--- src/rtl/spi_eeprom_pkg.sv ---
// Shared definitions for the SPI EEPROM slave: opcodes, FSM encoding and
// status register layout.
package spi_eeprom_pkg;

  localparam logic [7:0] OP_WRITE = 8'h02;
  localparam logic [7:0] OP_READ  = 8'h03;
  localparam logic [7:0] OP_WRDI  = 8'h04;
  localparam logic [7:0] OP_RDSR  = 8'h05;
  localparam logic [7:0] OP_WREN  = 8'h06;

  localparam int ST_WIP_BIT = 0;
  localparam int ST_WEL_BIT = 1;

  typedef enum logic [2:0] {
    S_IDLE,
    S_CMD,
    S_ADDR,
    S_WRITE,
    S_READ,
    S_STATUS,
    S_IGNORE
  } state_e;

  function automatic logic [7:0] status_byte(input logic wel, input logic wip);
    logic [7:0] sb;
    sb             = 8'h00;
    sb[ST_WEL_BIT] = wel;
    sb[ST_WIP_BIT] = wip;
    return sb;
  endfunction

endpackage

--- src/rtl/spi_slave_shifter.sv ---
// SPI mode-0 byte engine: input synchronizers, SCK edge detect, bit counter
// and the receive/transmit shift registers, all in the clk domain.
module spi_slave_shifter (
  input  logic       clk,
  input  logic       rst,
  input  logic       sck_i,
  input  logic       ss_i,
  input  logic       mosi_i,
  input  logic       tx_load_i,
  input  logic [7:0] tx_byte_i,
  output logic       sel_o,
  output logic       last_bit_o,
  output logic       byte_done_o,
  output logic [7:0] rx_byte_o,
  output logic [7:0] rx_next_o,
  output logic       miso_o
);

  logic [1:0] sck_sync_q, ss_sync_q, mosi_sync_q, arm_dly_q;
  logic       sck_prev_q, armed_q, done_q;
  logic [2:0] bit_cnt_q;
  logic [7:0] rx_q, tx_q;
  logic       sck_s, ss_s, mosi_s, rise, fall;

  assign sck_s  = sck_sync_q[1];
  assign ss_s   = ss_sync_q[1];
  assign mosi_s = mosi_sync_q[1];

  // Selection only counts once ss has been genuinely sampled high after reset,
  // so a reset in the middle of a transfer cannot resume it.
  assign sel_o = armed_q & ~ss_s;
  assign rise  = sel_o & sck_s & ~sck_prev_q;
  assign fall  = sel_o & ~sck_s & sck_prev_q;

  assign last_bit_o  = rise & (bit_cnt_q == 3'd7);
  assign byte_done_o = done_q & sel_o;
  assign rx_byte_o   = rx_q;
  assign rx_next_o   = {rx_q[6:0], mosi_s};
  assign miso_o      = tx_q[7];

  always_ff @(posedge clk or posedge rst) begin
    if (rst) begin
      sck_sync_q  <= 2'b00;
      ss_sync_q   <= 2'b11;
      mosi_sync_q <= 2'b00;
      arm_dly_q   <= 2'b00;
      sck_prev_q  <= 1'b0;
      armed_q     <= 1'b0;
      done_q      <= 1'b0;
      bit_cnt_q   <= 3'd0;
      rx_q        <= 8'h00;
      tx_q        <= 8'h00;
    end else begin
      sck_sync_q  <= {sck_sync_q[0], sck_i};
      ss_sync_q   <= {ss_sync_q[0], ss_i};
      mosi_sync_q <= {mosi_sync_q[0], mosi_i};
      arm_dly_q   <= {arm_dly_q[0], 1'b1};
      sck_prev_q  <= sck_s;
      done_q      <= 1'b0;
      if (arm_dly_q[1] && ss_s) begin
        armed_q <= 1'b1;
      end
      if (!sel_o) begin
        bit_cnt_q <= 3'd0;
        rx_q      <= 8'h00;
        tx_q      <= 8'h00;
      end else begin
        if (rise) begin
          rx_q      <= {rx_q[6:0], mosi_s};
          bit_cnt_q <= bit_cnt_q + 3'd1;
          done_q    <= (bit_cnt_q == 3'd7);
        end
        // The falling edge that follows a byte's last rise is skipped so a
        // freshly loaded byte keeps its MSB on the line.
        if (tx_load_i) begin
          tx_q <= tx_byte_i;
        end else if (fall && bit_cnt_q != 3'd0) begin
          tx_q <= {tx_q[6:0], 1'b0};
        end
      end
    end
  end

endmodule

--- src/rtl/spi_eeprom_slave.sv ---
// SPI EEPROM slave: command FSM, write-enable latch, write-cycle timer and a
// 256x8 memory behind the spi_slave_shifter byte engine.
module spi_eeprom_slave
  import spi_eeprom_pkg::*;
#(
  parameter int WRITE_CYCLES = 100,
  parameter int PAGE_SIZE    = 16
) (
  input  logic clk,
  input  logic rst,
  input  logic spi_sck,
  input  logic spi_ss,
  input  logic spi_mosi,
  output logic spi_miso,
  output logic spi_miso_oe,
  output logic wip
);

  localparam int         CNT_W   = $clog2(WRITE_CYCLES + 1);
  localparam logic [7:0] PG_MASK = 8'(PAGE_SIZE - 1);

  state_e     state_q, state_d;
  logic       wel_q, wel_d, rd_q, rd_d, wrote_q, wrote_d;
  logic [7:0] addr_q, addr_d, page_next;
  logic [CNT_W-1:0] wip_cnt_q, wip_cnt_d;

  logic       sel, last_bit, byte_done, miso_sh, tx_load, mem_we, wip_busy;
  logic [7:0] rx_byte, rx_next, tx_byte, raddr, rdata_q;
  logic [7:0] mem_q [256];

  spi_slave_shifter u_shifter (
    .clk        (clk),
    .rst        (rst),
    .sck_i      (spi_sck),
    .ss_i       (spi_ss),
    .mosi_i     (spi_mosi),
    .tx_load_i  (tx_load),
    .tx_byte_i  (tx_byte),
    .sel_o      (sel),
    .last_bit_o (last_bit),
    .byte_done_o(byte_done),
    .rx_byte_o  (rx_byte),
    .rx_next_o  (rx_next),
    .miso_o     (miso_sh)
  );

  assign wip_busy    = (wip_cnt_q != '0);
  assign wip         = wip_busy;
  assign spi_miso_oe = sel && (state_q == S_READ || state_q == S_STATUS);
  assign spi_miso    = spi_miso_oe & miso_sh;
  assign page_next   = (addr_q & ~PG_MASK) | ((addr_q + 8'd1) & PG_MASK);

  always_comb begin
    state_d   = state_q;
    wel_d     = wel_q;
    rd_d      = rd_q;
    wrote_d   = wrote_q;
    addr_d    = addr_q;
    wip_cnt_d = wip_busy ? (wip_cnt_q - CNT_W'(1)) : '0;
    tx_load   = 1'b0;
    tx_byte   = rdata_q;
    mem_we    = 1'b0;
    raddr     = addr_q;
    if (!sel) begin
      if (state_q == S_WRITE && wrote_q) begin
        wip_cnt_d = CNT_W'(WRITE_CYCLES);
        wel_d     = 1'b0;
      end
      state_d = S_IDLE;
      wrote_d = 1'b0;
    end else begin
      unique case (state_q)
        S_IDLE: state_d = S_CMD;
        S_CMD: begin
          if (byte_done) begin
            unique case (rx_byte)
              OP_WREN: begin
                if (!wip_busy) wel_d = 1'b1;
                state_d = S_IGNORE;
              end
              OP_WRDI: begin
                if (!wip_busy) wel_d = 1'b0;
                state_d = S_IGNORE;
              end
              OP_RDSR: begin
                tx_load = 1'b1;
                tx_byte = status_byte(wel_q, wip_busy);
                state_d = S_STATUS;
              end
              OP_READ: begin
                rd_d    = 1'b1;
                state_d = S_ADDR;
              end
              OP_WRITE: begin
                rd_d    = 1'b0;
                state_d = (wel_q && !wip_busy) ? S_ADDR : S_IGNORE;
              end
              default: state_d = S_IGNORE;
            endcase
          end
        end
        S_ADDR: begin
          // Fetch the first read byte as the address's last bit arrives so it
          // is ready to load the moment the address byte completes.
          if (last_bit) raddr = rx_next;
          if (byte_done) begin
            if (rd_q) begin
              tx_load = 1'b1;
              addr_d  = rx_byte + 8'd1;
              state_d = S_READ;
            end else begin
              addr_d  = rx_byte;
              state_d = S_WRITE;
            end
          end
        end
        S_WRITE: begin
          if (byte_done) begin
            mem_we  = 1'b1;
            wrote_d = 1'b1;
            addr_d  = page_next;
          end
        end
        S_READ: begin
          if (byte_done) begin
            tx_load = 1'b1;
            addr_d  = addr_q + 8'd1;
          end
        end
        S_STATUS: begin
          if (byte_done) begin
            tx_load = 1'b1;
            tx_byte = status_byte(wel_q, wip_busy);
          end
        end
        default: ;
      endcase
    end
  end

  always_ff @(posedge clk or posedge rst) begin
    if (rst) begin
      state_q   <= S_IDLE;
      wel_q     <= 1'b0;
      rd_q      <= 1'b0;
      wrote_q   <= 1'b0;
      addr_q    <= 8'h00;
      wip_cnt_q <= '0;
    end else begin
      state_q   <= state_d;
      wel_q     <= wel_d;
      rd_q      <= rd_d;
      wrote_q   <= wrote_d;
      addr_q    <= addr_d;
      wip_cnt_q <= wip_cnt_d;
    end
  end

  // Storage is deliberately outside the reset domain.
  always_ff @(posedge clk) begin
    if (mem_we) mem_q[addr_q] <= rx_byte;
    rdata_q <= mem_q[raddr];
  end

endmodule

--- config.mk ---
export PLATFORM = sky130hd
export DESIGN_NAME = spi_eeprom_slave
export DESIGN_NICKNAME = d
export VERILOG_FILES = /design/src/rtl/spi_eeprom_pkg.sv /design/src/rtl/spi_slave_shifter.sv /design/src/rtl/spi_eeprom_slave.sv
export SDC_FILE = /design/constraint.sdc
export NUM_CORES = 2
export LEC_CHECK = 0
export BUFFER_PORTS_ARGS = -buffer_cell sky130_fd_sc_hd__buf_4
export CORE_ASPECT_RATIO = 1.5
export CORE_MARGIN = 1
export CORE_UTILIZATION = 50
export CTS_BUF_LIST = sky130_fd_sc_hd__clkbuf_2 sky130_fd_sc_hd__clkbuf_4 sky130_fd_sc_hd__clkbuf_8
export DETAILED_ROUTE_END_ITERATION = 10
export GPL_TIMING_DRIVEN = 0
export PLACE_DENSITY_LB_ADDON = 0.15
export REMOVE_ABC_BUFFERS = 1
export SETUP_SLACK_MARGIN = 0.3
export SLEW_MARGIN = 5
export SYNTH_ARGS = -nofsm -noshare
export SYNTH_HDL_FRONTEND = slang
export SYNTH_SLANG_ARGS = --single-unit
--- constraint.sdc ---
create_clock -name clk -period 13.4 [get_ports clk]
set_input_delay 0.67 -clock clk [delete_from_list [all_inputs] [get_ports clk]]
set_output_delay 0.67 -clock clk [all_outputs]
set_load 0.01 [all_outputs]
-- Yosys cells after proc, flatten, opt, wreduce, memory -nomap -nowiden
Memories as Yosys holds them, arrays and structs flattened. A register that Yosys moved wholly into a read port is not among the register bits.
Cells that the tools add are included.
- $add $sub $neg: 4
- eq/ne operators: 25
- multiplexer cells: 53
- bitwise gates (word level): 12
- reductions and logical operators: 19
- operators with widths (kind ; count):
    $mux W8 ; 15
    $eq A8 B3 Y1 const B ; 3
    $pmux W8 S3 ; 1
    $mux W1 ; 21
    $mux W3 ; 7
    $mux W7 ; 3
    $pmux W3 S3 ; 2
    $add A8 B1 Y8 const B ; 2
    $eq A8 B2 Y1 const B ; 2
    $pmux W8 S2 ; 1
    $ne A3 B3 Y1 const B ; 4
    $eq A3 B3 Y1 const B ; 3
    $and A1 B1 Y1 ; 8
    $ne A2 B1 Y1 const B ; 4
    $or A8 B4 Y8 ; 1
    $reduce_bool A7 Y1 ; 1
    $sub A7 B1 Y7 const B ; 1
    $eq A3 B2 Y1 const B ; 2
    $ne A2 B2 Y1 const B ; 3
    $ne A3 B1 Y1 const B ; 2
    $reduce_and A6 Y1 ; 1
    $reduce_bool A3 Y1 ; 2
    $logic_and A1 B1 Y1 ; 5
    $reduce_and A5 Y1 ; 1
    other kinds (14) ; 18
- bits in registers: 51
- bits in writable memories: 2048
- input port bits: 5
- memories: 1
- memories (name ; depth ; bits a word ; rd ports ; clocked after Yosys merged registers in ; write ports ; line ; text):
    mem_q ; 256 ; 8 ; 1 ; 1 ; 1 ; spi_eeprom_slave.sv:29 ; logic [7:0] mem_q [256];

-- Longest topological paths before layout
- depth after elaboration: 8
- depth in mapped cells: 17

-- By module
Synthesis repeated with hierarchy kept, for this count alone.
- cell total of the unflattened synthesis: 5654
- area total of the unflattened synthesis: 85340.6 sq um
- by module, submodules not included (module ; times used ; cells each ; area each (sq um)):
    spi_eeprom_slave ; 1 ; 5525 ; 84025.6
    spi_slave_shifter ; 1 ; 129 ; 1315.0

-- Worst setup path before layout
OpenSTA, ideal clock, no wires.
- path kind: reg-to-reg
- start: register u_shifter.rx_q[0], in the netlist u_shifter.rx_byte_o[0]
- end: register rdata_q[5] (read register of mem_q)
- setup time: 0.127 ns
- arrival: 5.559 ns
- required time: 13.273 ns
- slack: 7.714 ns
- stages on the path, launching flop included: 13
- path buffers: 3
- cells stage by stage: dfrtp_1 -> buf_2 -> inv_1 -> nor3_2 -> nor2_1 -> buf_2 -> buf_2 -> nand2_1 -> a21oi_1 -> nor4_1 -> a21oi_1 -> nor4_1 -> nor4_2
- longest elaborated chain between the ends: 3
- ends and longest elaborated chain (what ; line ; text):
    from (decl) ; spi_slave_shifter.sv:22 ; logic [7:0] rx_q, tx_q;
    from (signal assigned) ; spi_slave_shifter.sv:69 ; rx_q <= {rx_q[6:0], mosi_s};
    $mux W8 ; spi_eeprom_slave.sv:105 ; if (last_bit) raddr = rx_next;
    $mux W8 ; spi_eeprom_slave.sv:72 ; unique case (state_q)
    $mux W8 ; spi_eeprom_slave.sv:64 ; if (!sel) begin
    to (decl) ; spi_eeprom_slave.sv:28 ; logic [7:0] rx_byte, rx_next, tx_byte, raddr, rdata_q;
Every way passes these cells.
A chain may end at the register's enable or synchronous reset.

-- Worst setup path after layout
- start: register u_shifter.rx_q[0], in the netlist u_shifter.rx_byte_o[0]
- end: register rdata_q[2] (read register of mem_q)
The elaborated chain is that of the path after synthesis.

==> impl_metrics.env <==
export IMPL_wl_per_cell_um=26.8
export IMPL_cts_buffers=313
export IMPL_cts_buffer_depth=4
export IMPL_path_common_cell="buf_16"
export IMPL_grt_pass1_wl_mm=329
export IMPL_drt_iter0_drc=5490
export IMPL_instances_no_fill=8467
export IMPL_regToRegEndpoint="rdata_q[2]"
export IMPL_switching_power_w=0.00240
export IMPL_synth_main_ff_cell="edfxtp_1"
export IMPL_cts_setup_buffers=0
export IMPL_initial_utilization=0.503
export IMPL_viasPerCell=5.92
export IMPL_post_cts_resized_instances=0
export IMPL_synth_edff_count=2048
export IMPL_rr_worst_depth=11
export IMPL_fp_dieW_um=335
export IMPL_final_util=0.562
export IMPL_cts_tree="done"
export IMPL_ys_top_cells_by_area="edfxtp_1, nand2_1, mux2i_1, a21oi_1, nand3_1"
export IMPL_gp_congestion=0.834
export IMPL_slew_headroom=0.0223
export IMPL_totalWireLength_mm=227
export IMPL_finalWorstPathRequiredPeriod_ns=5.92
export IMPL_power_leakage_nw=31.6
export IMPL_p_seq_frac=0.592
export IMPL_ios=8
export IMPL_internal_power_w=0.00967
export IMPL_fmax_ghz=0.169
export IMPL_skew_ns=0.0516
export IMPL_yosysSeqAreaShare=0.756
export IMPL_dp_hpwl_mm=143
export IMPL_slew_viol_final=0
export IMPL_synth_top_cell_area_share=0.739
export IMPL_vias=50100
export IMPL_syn_area_mm2=0.0832
export IMPL_final_net_count=6058
export IMPL_critPathSlowestCell="nor3_1"
export IMPL_ir_drop_mv=0.0967
export IMPL_switching_share=0.199
export IMPL_power_density_mw_per_mm2=130
export IMPL_grt_usage=0.269
export IMPL_max_stage_delay_ns=0.95
export IMPL_outcome="complete, no violations"
export IMPL_route_antenna_remaining_nets=0
export IMPL_clk_pin_slew_ns=0.07
export IMPL_setup_tns_ns=0
export IMPL_dp_cells=7941
export IMPL_synth_cell_types=75
export IMPL_crit_family="simple AND/OR/NAND/NOR gates"
export IMPL_rows=183
export IMPL_fillers=13200
export IMPL_die_h_um=502
export IMPL_overflow=0
export IMPL_cts_hold_buf=4
export IMPL_htreeDepth=5
export IMPL_p_comb_frac=0.003
export IMPL_dieArea_mm2=0.168
export IMPL_critPathRequiredTime_ns=14.26
export IMPL_syn_mean_instance_area_um2=14.0
export IMPL_clk_latency_ns=1.03
export IMPL_crit_type="register to register"
export IMPL_arrival_ns=6.78
export IMPL_start_kind="register"
export IMPL_synth_largest_area_cell="edfxtp_1"
export IMPL_port_buffers=7
export IMPL_cap_violations=0
export IMPL_setup_violations=0
export IMPL_hp_class="primary input to async pin"
export IMPL_cp_max_fo=96
export IMPL_yosysMostFrequentCell="edfxtp_1"
export IMPL_tightest_slew_ns=1.46
export IMPL_pwr_share_clk=0.406
export IMPL_synthToLayoutAreaGrowth_pct=11.9
export IMPL_path_cells="buf_16 > nand3_2 > nand2_8 > buf_16 > buf_16 > mux2i_1 > o22ai_1 > a211oi_1 > o2111ai_1 > nor3_1 > nor4_1"
export IMPL_root_buffer="clkbuf_8"
export IMPL_drcViolationCount=0
export IMPL_r2r_start="u_shifter.rx_byte_o[0]"
export IMPL_ys_ff_latch=2107
export IMPL_rrSetupSlack_ns=7.48
export IMPL_rsz0062_at_grt="false"
export IMPL_hold_ws_ns=0.258
export IMPL_fin_total_pwr_w=0.0121
export IMPL_hold_viol_final=0
export IMPL_yosys_warnings=0
export IMPL_grt_max_degree=97
export IMPL_crit_buf_inv=3
export IMPL_cts_sinks=2107
export IMPL_syn_inst=5943
export IMPL_grt_pass1_vias=49400
export IMPL_crit_path_end_kind="register"
export IMPL_antenna_found_initial=6
export IMPL_finalCritPeriodShare=0.442
export IMPL_firstDrtPassIters=6
export IMPL_synth_top_cells_by_count="edfxtp_1, nand2_1, mux2i_1, a21oi_1, nand3_1"
export IMPL_coreArea_mm2=0.166
export IMPL_async_reset_ff_frac=0.0242
export IMPL_layout_drive_gt1_share=0.108
[area by class of cell]
cell class,instances,area (um2),area share
tap,2220,2780,0.0298
clock buffer,420,5180,0.0557
antenna,1,2.50,0.0000269
timing repair buffer,160,2980,0.0320
sequential,2107,63000,0.677
inverter,15,56.3,0.000605
clock inverter,101,484,0.00520
multi-input combinational,3443,18600,0.200
[registers in the layout (all words and copies together) (netlist names)]
name / count
u_shifter.armed_q: 1
wip_cnt_q: 7
state_q: 3
rd_q: 1
addr_q: 8
rdata_q: 8
wel_q: 1
u_shifter.done_q: 1
u_shifter.tx_q: 8
u_shifter.sck_sync_q: 2
wrote_q: 1
u_shifter.sck_prev_q: 1
u_shifter.mosi_sync_q: 2
u_shifter.rx_byte_o: 8
mem_q: 2048
u_shifter.arm_dly_q: 2
u_shifter.bit_cnt_q: 3
u_shifter.ss_sync_q: 2
[worst max path at each step]
stage | startpoint | cells after the start | slack (ns) | to
after floorplan | u_shifter.bit_cnt_q[0] | 11 | 0.13 | rdata_q[7]
after global placement | u_shifter.rx_byte_o[0] | 6 | -21.00 | rdata_q[5]
after detailed placement | u_shifter.rx_byte_o[0] | 11 | 7.48 | rdata_q[2]
after CTS | u_shifter.rx_byte_o[0] | 11 | 7.46 | rdata_q[2]
after global routing | u_shifter.rx_byte_o[0] | 11 | 7.35 | rdata_q[1]
final | u_shifter.rx_byte_o[0] | 11 | 7.48 | rdata_q[2]
[through the flow]
stage | instance area (um2) | setup WS [ns]
finish | 93100 | 7.48
global route | 93100 | 7.35
CTS | 93100 | 7.46
detailed placement | 87400 | 7.48
global placement | 84200 | -21.00
floorplan | 81400 | 0.127
[power groups by stage]
stage / sequential (W) / combinational [W] / clock (W)
5_1_grt: 0.00714 / 0.0000344 / 0.00522
6_report: 0.00714 / 0.0000317 / 0.00490
2_1_floorplan: 0.00729 / 0.00000818 / 0
3_3_place_gp: 0.00730 / 0.0000120 / 0
3_5_place_dp: 0.00728 / 0.0000306 / 0
4_1_cts: 0.00714 / 0.0000318 / 0.00497
[tightest hold or removal path: stages]
cell,delay [ns]
dlygate4sd3_1,0.54
buf_4,0.14
inv_2,0.39
[layer usage]
metal / GRT usage / up-vias / wire length, um
met5: 0 / - / 17
met4: 0.116 / 2 / 9740
met3: 0.0447 / 432 / 15300
met2: 0.455 / 1973 / 115000
met1: 0.341 / 25300 / 87400
li1: - / 22400 / -
[cell usage in the layout (no fill, tap or decap), drive strengths merged, types with 5 or more instances in the layout]
master / count
mux2: 5
o22ai: 134
o2111ai: 24
dfxtp: 8
o31ai: 6
nor3: 28
edfxtp: 2048
a22o: 7
nor2: 298
clkinv: 94
nand3: 301
ha: 13
mux2i: 372
nor2b: 11
a21oi: 339
dfrtp: 49
xnor2: 10
nor4: 81
nand2: 1387
a211oi: 36
a222oi: 32
nand2b: 5
buf: 156
o21ai: 66
and3: 6
clkbuf: 420
nand3b: 5
inv: 16
nand4: 95
a31oi: 127
[cell families after synthesis]
| logic type | after synthesis | synth area share |
|---|---|---|
| xor+xnor | 13 | 0.00137 |
| other cells | 1 | 0.0000451 |
| compound gates | 804 | 0.0584 |
| mux | 377 | 0.0455 |
| fa+ha+maj | 13 | 0.00196 |
| buf+inv | 393 | 0.0226 |
| simple gates | 2235 | 0.114 |
| flops | 2107 | 0.756 |
Note: power is estimated with default switching activity, not from simulation.
